**config.mk**
```make
export PLATFORM = sky130hd
export DESIGN_NAME = lut_neuron_layer_pipe_flat
export DESIGN_NICKNAME = d
export VERILOG_FILES = /design/src/rtl/lut_neuron_layer_pipe_pkg.sv /design/src/rtl/lut_neuron_layer_pipe_if.sv /design/src/rtl/lut_neuron_layer_pipe_table.sv /design/src/rtl/lut_neuron_layer_pipe.sv /design/src/flat_wrapper.sv
export SDC_FILE = /design/constraint.sdc
export NUM_CORES = 2
export LEC_CHECK = 0
export CAP_MARGIN = 10
export CORE_UTILIZATION = 45
export CTS_CLUSTER_SIZE = 28
export DETAILED_ROUTE_END_ITERATION = 8
export GPL_TIMING_DRIVEN = 0
export SKIP_LAST_GASP = 1
export SLEW_MARGIN = 25
export SYNTH_ARGS = -nofsm -noshare
export SYNTH_HDL_FRONTEND = slang
export SYNTH_SLANG_ARGS = --single-unit
```
**constraint.sdc**
```tcl
create_clock -name clk -period 4.9 [get_ports clk]
set_input_delay 1.225 -clock clk [delete_from_list [all_inputs] [get_ports clk]]
set_output_delay 1.225 -clock clk [all_outputs]
set_load 0.005 [all_outputs]
```
**src/rtl/lut_neuron_layer_pipe_pkg.sv**
```systemverilog
// Shared types and constants for the LUT neuron layer.
package lut_layer_pkg;

  // RUN streams data, DRAIN lets in-flight vectors leave, LOAD accepts table writes.
  typedef enum logic [1:0] {
    ST_RUN   = 2'd0,
    ST_DRAIN = 2'd1,
    ST_LOAD  = 2'd2
  } state_t;

  // Width of the saturating accepted-output counter.
  localparam int CNT_W = 16;

endpackage

```
**src/rtl/lut_neuron_layer_pipe_if.sv**
```systemverilog
// Streaming, configuration and status bundle of the LUT neuron layer.
//
// Handshake rule for both streams: a transfer happens on a rising clock edge
// where valid and ready are both high. A producer holding valid keeps its
// data stable until that edge; ready never depends on valid.
interface lut_neuron_layer_pipe_if
  import lut_layer_pkg::*;
#(
  parameter int NEURONS  = 4,
  parameter int FAN_IN   = 4,
  parameter int IN_BITS  = 2,
  parameter int OUT_BITS = 2
);
  localparam int ADDR_W = FAN_IN * IN_BITS;
  localparam int NSEL_W = (NEURONS > 1) ? $clog2(NEURONS) : 1;

  logic                         in_valid;
  logic                         in_ready;
  logic [NEURONS*ADDR_W-1:0]    in_data;
  logic                         out_valid;
  logic                         out_ready;
  logic [NEURONS*OUT_BITS-1:0]  out_data;
  logic                         cfg_mode;
  logic                         cfg_ready;
  logic                         cfg_we;
  logic [NSEL_W-1:0]            cfg_neuron;
  logic [ADDR_W-1:0]            cfg_addr;
  logic [OUT_BITS-1:0]          cfg_data;
  logic [CNT_W-1:0]             out_count;

  modport master (
    output in_valid, in_data, out_ready,
    output cfg_mode, cfg_we, cfg_neuron, cfg_addr, cfg_data,
    input  in_ready, out_valid, out_data, cfg_ready, out_count
  );

  modport slave (
    input  in_valid, in_data, out_ready,
    input  cfg_mode, cfg_we, cfg_neuron, cfg_addr, cfg_data,
    output in_ready, out_valid, out_data, cfg_ready, out_count
  );

endinterface

```
**src/rtl/lut_neuron_layer_pipe_table.sv**
```systemverilog
// One neuron's truth table: distributed RAM with a registered read port.
// Contents are never reset so programmed tables survive rst; only the read
// register is cleared, which gives a defined zero output after reset.
module lut_neuron_table #(
  parameter int ADDR_W = 8,
  parameter int DATA_W = 2
) (
  input  logic              clk,
  input  logic              rst,
  input  logic              i_we,
  input  logic [ADDR_W-1:0] i_waddr,
  input  logic [DATA_W-1:0] i_wdata,
  input  logic              i_en,
  input  logic [ADDR_W-1:0] i_raddr,
  output logic [DATA_W-1:0] o_rdata
);
  localparam int DEPTH = 2 ** ADDR_W;

  logic [DATA_W-1:0] r_mem [DEPTH];
  logic [DATA_W-1:0] r_rdata;

  // Table write; no reset so configuration persists across rst.
  always_ff @(posedge clk) begin
    if (i_we) r_mem[i_waddr] <= i_wdata;
  end

  // Registered lookup; holds its value while i_en is low (output stall).
  always_ff @(posedge clk or posedge rst) begin
    if (rst)       r_rdata <= '0;
    else if (i_en) r_rdata <= r_mem[i_raddr];
  end

  assign o_rdata = r_rdata;

endmodule

```
**src/rtl/lut_neuron_layer_pipe.sv**
```systemverilog
// Two-stage pipelined layer of LUT neurons with runtime-loadable tables.
// S1 captures the input vector, S2 is the registered table lookup that
// drives out_data. Table loads are only possible once the pipe has drained.
module lut_neuron_layer_pipe
  import lut_layer_pkg::*;
#(
  parameter int NEURONS  = 4,
  parameter int FAN_IN   = 4,
  parameter int IN_BITS  = 2,
  parameter int OUT_BITS = 2
) (
  input  logic                   clk,
  input  logic                   rst,
  lut_neuron_layer_pipe_if.slave bus,
  output state_t                 o_state
);
  localparam int ADDR_W = FAN_IN * IN_BITS;
  localparam int NSEL_W = (NEURONS > 1) ? $clog2(NEURONS) : 1;

  state_t                      r_state;
  state_t                      w_state_nxt;
  logic                        r_s1_v;
  logic [NEURONS*ADDR_W-1:0]   r_s1_data;
  logic                        r_out_valid;
  logic [CNT_W-1:0]            r_out_count;
  logic [NEURONS*OUT_BITS-1:0] w_out_data;
  logic                        w_s1_adv;
  logic                        w_in_hs;
  logic                        w_out_hs;

  // S1 moves into S2 when S2 is empty or being consumed this cycle.
  assign w_s1_adv      = r_s1_v & (~r_out_valid | bus.out_ready);
  assign bus.in_ready  = (r_state == ST_RUN) & (~r_s1_v | w_s1_adv);
  assign w_in_hs       = bus.in_valid & bus.in_ready;
  assign w_out_hs      = r_out_valid & bus.out_ready;
  assign bus.cfg_ready = (r_state == ST_LOAD);
  assign bus.out_valid = r_out_valid;
  assign bus.out_data  = w_out_data;
  assign bus.out_count = r_out_count;
  assign o_state       = r_state;

  // Mode FSM state register.
  always_ff @(posedge clk or posedge rst) begin
    if (rst) r_state <= ST_RUN;
    else     r_state <= w_state_nxt;
  end

  // Mode FSM next state: DRAIN aborts back to RUN if cfg_mode drops early.
  always_comb begin
    w_state_nxt = r_state;
    case (r_state)
      ST_RUN:   if (bus.cfg_mode) w_state_nxt = ST_DRAIN;
      ST_DRAIN: begin
        if (!bus.cfg_mode)                 w_state_nxt = ST_RUN;
        else if (!r_s1_v && !r_out_valid)  w_state_nxt = ST_LOAD;
      end
      ST_LOAD:  if (!bus.cfg_mode) w_state_nxt = ST_RUN;
      default:  w_state_nxt = ST_RUN;
    endcase
  end

  // S1 valid: set on input handshake, cleared when S1 moves on without refill.
  always_ff @(posedge clk or posedge rst) begin
    if (rst)           r_s1_v <= 1'b0;
    else if (w_in_hs)  r_s1_v <= 1'b1;
    else if (w_s1_adv) r_s1_v <= 1'b0;
  end

  // S1 data: captured only on input handshake.
  always_ff @(posedge clk or posedge rst) begin
    if (rst)          r_s1_data <= '0;
    else if (w_in_hs) r_s1_data <= bus.in_data;
  end

  // S2 valid: reload on advance takes priority over consume (no bubble).
  always_ff @(posedge clk or posedge rst) begin
    if (rst)           r_out_valid <= 1'b0;
    else if (w_s1_adv) r_out_valid <= 1'b1;
    else if (w_out_hs) r_out_valid <= 1'b0;
  end

  // Saturating count of accepted output vectors.
  always_ff @(posedge clk or posedge rst) begin
    if (rst)                                        r_out_count <= '0;
    else if (w_out_hs && (r_out_count != '1))       r_out_count <= r_out_count + 1'b1;
  end

  // One table per neuron; out-of-range neuron selects match no table.
  for (genvar n = 0; n < NEURONS; n++) begin : g_neuron
    logic w_we;
    assign w_we = bus.cfg_ready & bus.cfg_we & (bus.cfg_neuron == NSEL_W'(n));

    lut_neuron_table #(
      .ADDR_W (ADDR_W),
      .DATA_W (OUT_BITS)
    ) u_table (
      .clk     (clk),
      .rst     (rst),
      .i_we    (w_we),
      .i_waddr (bus.cfg_addr),
      .i_wdata (bus.cfg_data),
      .i_en    (w_s1_adv),
      .i_raddr (r_s1_data[n*ADDR_W +: ADDR_W]),
      .o_rdata (w_out_data[n*OUT_BITS +: OUT_BITS])
    );
  end

endmodule

```
**src/flat_wrapper.sv**
```systemverilog
// flat-port wrapper written by rule: the top's interface ports become plain ports
module lut_neuron_layer_pipe_flat import lut_layer_pkg::*;
#(
  parameter int NEURONS  = 4,
  parameter int FAN_IN   = 4,
  parameter int IN_BITS  = 2,
  parameter int OUT_BITS = 2
)
  (clk, rst, o_state, bus_in_valid, bus_in_data, bus_out_ready, bus_cfg_mode, bus_cfg_we, bus_cfg_neuron, bus_cfg_addr, bus_cfg_data, bus_in_ready, bus_out_valid, bus_out_data, bus_cfg_ready, bus_out_count);
  lut_neuron_layer_pipe_if #(.NEURONS(NEURONS), .FAN_IN(FAN_IN), .IN_BITS(IN_BITS), .OUT_BITS(OUT_BITS)) bus_i ();
  input  logic clk;
  input  logic rst;
  output state_t o_state;
  input wire logic [$bits(bus_i.in_valid)-1:0] bus_in_valid;
  input wire logic [$bits(bus_i.in_data)-1:0] bus_in_data;
  input wire logic [$bits(bus_i.out_ready)-1:0] bus_out_ready;
  input wire logic [$bits(bus_i.cfg_mode)-1:0] bus_cfg_mode;
  input wire logic [$bits(bus_i.cfg_we)-1:0] bus_cfg_we;
  input wire logic [$bits(bus_i.cfg_neuron)-1:0] bus_cfg_neuron;
  input wire logic [$bits(bus_i.cfg_addr)-1:0] bus_cfg_addr;
  input wire logic [$bits(bus_i.cfg_data)-1:0] bus_cfg_data;
  output wire logic [$bits(bus_i.in_ready)-1:0] bus_in_ready;
  output wire logic [$bits(bus_i.out_valid)-1:0] bus_out_valid;
  output wire logic [$bits(bus_i.out_data)-1:0] bus_out_data;
  output wire logic [$bits(bus_i.cfg_ready)-1:0] bus_cfg_ready;
  output wire logic [$bits(bus_i.out_count)-1:0] bus_out_count;
  assign bus_i.in_valid = bus_in_valid;
  assign bus_i.in_data = bus_in_data;
  assign bus_i.out_ready = bus_out_ready;
  assign bus_i.cfg_mode = bus_cfg_mode;
  assign bus_i.cfg_we = bus_cfg_we;
  assign bus_i.cfg_neuron = bus_cfg_neuron;
  assign bus_i.cfg_addr = bus_cfg_addr;
  assign bus_i.cfg_data = bus_cfg_data;
  assign bus_in_ready = bus_i.in_ready;
  assign bus_out_valid = bus_i.out_valid;
  assign bus_out_data = bus_i.out_data;
  assign bus_cfg_ready = bus_i.cfg_ready;
  assign bus_out_count = bus_i.out_count;
  lut_neuron_layer_pipe #(.NEURONS(NEURONS), .FAN_IN(FAN_IN), .IN_BITS(IN_BITS), .OUT_BITS(OUT_BITS)) u_core (.clk(clk), .rst(rst), .bus(bus_i), .o_state(o_state));
endmodule
```
Word-level counts from Yosys, hierarchy flattened
Memories as Yosys holds them, arrays and structs flattened. A register that Yosys moved wholly into a read port is not among the register bits.
Index checks and enable logic that the tools add are counted.
{"block": "word_totals", "ff_bits": 52, "ram_bits": 2048, "in_bits": 50, "out_inout_bits": 29, "elab_cells": 58, "n_memories": 4}
{"block": "op_classes", "n_addsub": 1, "n_eq_ne": 9, "n_mux": 17, "bitwise_logic": 13, "reduce_logical": 9}
{"name": "u_core.g_neuron[0].u_table.r_mem", "words": 256, "width": 2, "read_ports": 1, "rd_ports_with_merged_regs": 1, "wr": 1, "line": "lut_neuron_layer_pipe_table.sv:19", "rtl": "logic [DATA_W-1:0] r_mem [DEPTH];"}
{"name": "u_core.g_neuron[1].u_table.r_mem", "words": 256, "width": 2, "read_ports": 1, "rd_ports_with_merged_regs": 1, "wr": 1, "line": "lut_neuron_layer_pipe_table.sv:19"}
{"name": "u_core.g_neuron[2].u_table.r_mem", "words": 256, "width": 2, "read_ports": 1, "rd_ports_with_merged_regs": 1, "wr": 1, "line": "lut_neuron_layer_pipe_table.sv:19"}
{"name": "u_core.g_neuron[3].u_table.r_mem", "words": 256, "width": 2, "read_ports": 1, "rd_ports_with_merged_regs": 1, "wr": 1, "line": "lut_neuron_layer_pipe_table.sv:19"}
{"operator": "16-bit by 1-bit adder with 16-bit output, second input constant", "n": 1}
{"operator": "16-bit != test, second input constant", "n": 1}
{"operator": "1-bit 2-to-1 mux", "n": 12}
{"operator": "1-bit bitwise AND", "n": 9}
{"operator": "2-bit 2-to-1 mux", "n": 4}
{"operator": "2-bit == test, second input constant", "n": 3}
{"operator": "2-bit case mux with 3 select lines", "n": 1}
{"operator": "2-bit by 1-bit == test with 1-bit output, second input constant", "n": 2}
{"operator": "2-bit zero test", "n": 2}
{"operator": "2-bit != test, second input constant", "n": 2}
{"operator": "2-bit nonzero test", "n": 2}
{"operator": "3-bit by 2-bit != test with 1-bit output, second input constant", "n": 1}
{"operator": "3-bit AND reduction", "n": 1}
{"operator": "1-bit logical AND", "n": 2}
{"operator": "1-bit zero test", "n": 2}
{"operator": "1-bit inverter", "n": 2}
{"operator": "1-bit OR", "n": 2}

Longest topological paths before layout
{"block": "depth", "ltp_word": 7, "ltp_mapped": 11, "depth_no_buf": 7}

Modules after synthesis
From an unflattened synthesis, not the netlist that was laid out.
{"block": "hier_totals", "cells_unflattened": 5164, "hier_area_um2": 87918.1}
{"module": "lut_neuron_table", "n_inst": 4, "cells_per_inst": 1249, "area_per_inst_um2": 21389.3, "seq_area_each_um2": 15424.8}
{"module": "lut_neuron_layer_pipe", "n_inst": 1, "cells_per_inst": 168, "area_per_inst_um2": 2361.0, "seq_area_each_um2": 1301.2}

Worst setup path after synthesis
OpenSTA, ideal clock, no wires.
{"block": "synth_timing", "path_type": "input -> output", "start": "in bus_out_ready", "end": "out bus_in_ready", "t_arrival_ns": 1.594, "required_ns": 3.675, "path_slack_ns": 2.081, "stages": 2, "n_path_buf": 0, "cell_sequence": "nor2b_1 > a211oi_1"}
{"block": "synth_via", "elab_chain_cells": 4}
{"item": "start: declaration", "line": "flat_wrapper.sv:16", "rtl": "input wire logic [$bits(bus_i.out_ready)-1:0] bus_out_ready;"}
{"item": "1-bit OR", "line": "lut_neuron_layer_pipe.sv:32", "rtl": "assign w_s1_adv = r_s1_v & (~r_out_valid | bus.out_ready);"}
{"item": "1-bit bitwise AND", "line": "lut_neuron_layer_pipe.sv:32"}
{"item": "1-bit OR", "line": "lut_neuron_layer_pipe.sv:33", "rtl": "assign bus.in_ready = (r_state == ST_RUN) & (~r_s1_v | w_s1_adv);"}
{"item": "1-bit bitwise AND", "line": "lut_neuron_layer_pipe.sv:33"}
{"item": "end: declaration", "line": "flat_wrapper.sv:22", "rtl": "output wire logic [$bits(bus_i.in_ready)-1:0] bus_in_ready;"}
Every way passes these cells.

Final worst setup path
{"block": "layout_timing", "start": "in bus_cfg_addr[0]", "end": "mem u_core.g_neuron[2].u_table.r_mem[202][1] (enable)"}
{"item": "start: declaration", "line": "flat_wrapper.sv:20", "rtl": "input wire logic [$bits(bus_i.cfg_addr)-1:0] bus_cfg_addr;"}
{"item": "end: declaration", "line": "lut_neuron_layer_pipe_table.sv:19"}
No word-level cell before the write port.

==> impl.org <==
** Logic synthesis
- Number of synthesized flops with an enable pin :: about 2,000
- Share of synthesized area occupied by flip-flops and latches :: 71.6%
- Counting flops with an async set or reset pin after synthesis yields a share of 2.85%.
- Each instance of the synthesized netlist takes up on average 16.1 µm².
- Ys flop type :: edfxtp_1
- Yosys top cell by area :: edfxtp_1
- Post-synthesis sequential element count :: between 2,000 and 2,500
- Yosys warning count :: 0
- Synthesized net count :: around 5,500
- After synthesis, the netlist uses ~80 different library cells.
- After synthesis the cells add up to 87,900 µm².
- Top area cells in the synthesized netlist :: edfxtp_1 (70%), mux4_2 (7.0%), nor2_1 (4.8%)
- The synthesized design devotes to its leading area cell type 69.9% of total area.
- Number of instances in the synthesized netlist :: 5,457

** Pwr
- After layout, the design draws a total of a little over 0.05 W.
- IR analysis of the VDD net gives a maximum drop of 0.000379 V.
- Power density over the cells :: 518 nW/µm²
- Standby leakage power :: ~31 nW

** GRT
- Maximum number of pins on one net before global-route repair :: between 100 and 150
- The first global-routing pass estimated 429,000 µm of wire.
- Total overflow reported by the global router :: 0
- Global routing consumed, over all layers together, 32.3% of the routing resources.
- The via count of the first global-routing pass is 52,500.
- Initial antenna violation count :: 13

** Worst setup path
- On the critical path, the stage with the largest delay is an instance of nor2_1.
- Worst Path Class, Setup :: input pin to flop
- CP endpoint kind :: flop
- Critical path fanouts, max :: 10
- Kind of cell adding the most delay to the critical path :: simple AND/OR/NAND/NOR gates
- The cell that appears most often on the critical path is nor2_1.
- Cell-by-cell trace of the critical path :: clkdlybuf4s50_1 -> nand2b_1 -> nor2_1 -> clkbuf_1 -> nand2_1 -> nor2_1
- The worst setup path is launched from an input pin.
- The setup check on the worst reg-to-reg path leaves a slack of 0.79 ns.
- CP max stage delay :: 1.02 ns
- The number of buffers and inverters on the critical path is 2.
- Arrival time of data at the critical path endpoint :: 5.34 ns
- Data required, critical path :: roughly 5.4 ns

** Die
- Initial core utilization :: a little under half
- In this run the standard cell core region covers 193,000 µm².
- Die footprint :: a little under 200,000 µm²
- Count of pins on the block boundary :: about 80
- The floorplan has 161 rows.
- Vertical extent of the die :: 444 µm
- Chip Width :: about 440 µm

** Cells and area
- Leaving out filler cells and counting taps, the final layout contains roughly 8,500.
- Post-synthesis to final-layout area growth :: 13.5%
- Share of post-route cells with drive strength above 1 :: 14.7%
- The library cell used most frequently in the layout, excluding fill and tap cells, is edfxtp_1.
- The net count of the finished layout is about 5,800.
- The layout has roughly 16,000 filler cells.
- Top library cells by usage in the layout, fill and taps aside :: edfxtp_1 (2,048), nor2_1 (1,127), mux2i_1 (416), nand2_1 (381), mux4_2 (273)

** STA
- Pins over their slew limit :: 0
- Final setup violation count :: 0
- Transition at the pin with the smallest max-transition slack :: around 1.3 ns
- Shortest period the worst path allows :: 4.82 ns
- Between clock sinks in the finished design, the worst skew comes to 0.0330 ns.
- Adding up every negative setup slack in the final design gives 0 ns.
- Setup repair after global routing left no endpoint under its margin.
- The count of endpoints failing hold in the final timing report was 0.
- The worst pin sits at a relative slew slack of between 10% and 20%.
- Post-route fraction of the period consumed by the critical path :: 98.3%
- For this run, the top clock speed supported by timing is 0.208 GHz.
- Worst path setup slack after routing :: 0.0832 ns

** Detailed routing
- The count of nets left with antenna violations once routing finished came out at 0.
- Routed vias/inst :: 6.40
- The first detailed-routing pass ran for 8 iterations.
- Total routed wire length on the met1 layer :: 118,000 µm
- For this run, design rule violations remaining after detail routing come to 0.
- The detailed router finished its first iteration with 8,688 violations.
- The detailed router placed 54,400 vias in this run.
- Detailed-route wire length :: 322,000 µm
- Met2 wirelength from detailed routing :: 144,000 µm
- Met3 routed WL :: 38,100 µm
- Post-detailed-route wirelength per cell :: about 38 µm
- In this run the top signal layer used is met5.

** Placed design
- During placement, the flow inserted port buffers numbering 78.
- Placed Instances :: around 8,000
- Placer congestion estimate :: 1.09
- Dpl ws :: -0.274 ns
- Final HPWL from detailed placement :: 241,000 µm

** CTS
- Counting every sink on the clock net gives 2,108.
- After clock tree synthesis, the clock-pin slew on the worst setup and hold paths is 0.06 ns.
- The longest clock path from root to sink contains 3 buffers.
- CTS Root Buffer Type :: clkbuf_16
- Buffers added to address setup during post-CTS repair amount to 0.
- Number of H-tree levels :: 4
- Clock Latency Late Sink :: slightly below 0.9 ns
- Clock tree from TritonCTS :: done
- TritonCTS buffer count :: 216
- Total of hold buffers inserted after clock tree synthesis :: 0
- In this run, post-CTS repair resized a total of 0 instances.

** Run status
- The flow ran to the end, and the final reports show no timing, DRC or antenna violations.

** Worst hold path
- Class of the tightest hold or removal check :: flop to flop

** Flow run
- Max-cap violations in this run came to 0.
## sequential cells by signal, summed over array words and instances (netlist names)
register                         count
u_core.g_neuron.u_table.r_mem     2048
u_core.o_state                       2
u_core.bus.out_count                16
u_core.r_s1_data                    32
u_core.g_neuron.u_table.o_rdata      8
u_core.bus.out_valid                 1
u_core.r_s1_v                        1
## layout make-up
cell class	instances	area, µm²	area share, %
diodes	3	7.51	0.00752
plain buffers	359	2450	2.46
clock buffers	282	5810	5.83
clock inverters	124	1370	1.37
inverters	8	35.0	0.0351
multi-input cells	2982	22600	22.6
flip-flops and latches	2108	63000	63.1
well taps	2526	3160	3.17
repair buffers	104	1380	1.38
## kinds of logic after synthesis
family	synth area share, %
flops	71.6
simple gates	7.89
mux	13.7
compound gates	3.82
buf+inv	2.81
xor+xnor	0.149
fa+ha+maj	0.0142
## routing by layer
layer / track usage (%) / vias up
li1: - / 21800
met1: 41.9 / 28000
met2: 49.0 / 3773
met3: 9.21 / 733
met4: 18.2 / 8
met5: 0 / -
## worst paths after layout
| check | end | cells after the start | startpoint |
|---|---|---|---|
| worst max-delay path | u_core.g_neuron[2].u_table.r_mem[202][1] | 6 | bus_cfg_addr[0] |
| worst min-delay path | u_core.bus.out_count[14] | 1 | u_core.bus.out_count[14] |
| worst max register to register | u_core.g_neuron[3].u_table.o_rdata[1] | 10 | u_core.r_s1_data[25] |
| worst min register to register | u_core.bus.out_count[14] | 1 | u_core.bus.out_count[14] |
| max in group asynchronous | u_core.r_s1_data[24] | 3 | rst |
| min in group asynchronous | u_core.o_state[0] | 2 | rst |
## per-stage QoR
step	hold WS (ns)	cell area [µm²]	util (%)
after detailed placement	0.484	92600	47.9
after CTS	0.497	99800	51.6
after global placement	0.476	91900	47.5
final	0.497	99800	51.6
after floorplan	0.478	87900	-
after global routing	0.531	99800	51.6
## cells in the mapped netlist, types with 6 or more instances
cell type and instances:
a211o_1 6, nand3b_1 6, a31oi_1 16, o221ai_1 115
nand2_1 381, o21ai_0 47, mux2_2 41, o32ai_1 7
mux2i_1 416, clkbuf_1 165, mux4_2 273, buf_12 25
nor3b_1 6, buf_8 10, buf_6 45, nor2b_1 14
a311oi_1 8, o22ai_1 96, o31ai_1 8, buf_2 51
a21oi_1 71, nor2_1 1135, buf_4 26, nand3_1 37
or3_1 16, nor3_1 39, inv_1 6, edfxtp_1 2048
nand4_1 9, a211oi_1 22, a221o_1 6, nor4_1 24
mux4_1 47, dfrtp_1 60, xor2_1 6, buf_1 26
o21ai_1 7, nand2b_1 24, a22o_1 6, xnor2_1 9
o22a_1 8
## report_power, final
part | switching (W) | internal [W] | total, W
combinational | 0.00960 | 0.00513 | 0.0147
sequential | 0.000206 | 0.0199 | 0.0201
clock | 0.00728 | 0.00951 | 0.0168
total | 0.0171 | 0.0346 | 0.0517
Power figures use the tool's default switching activity.
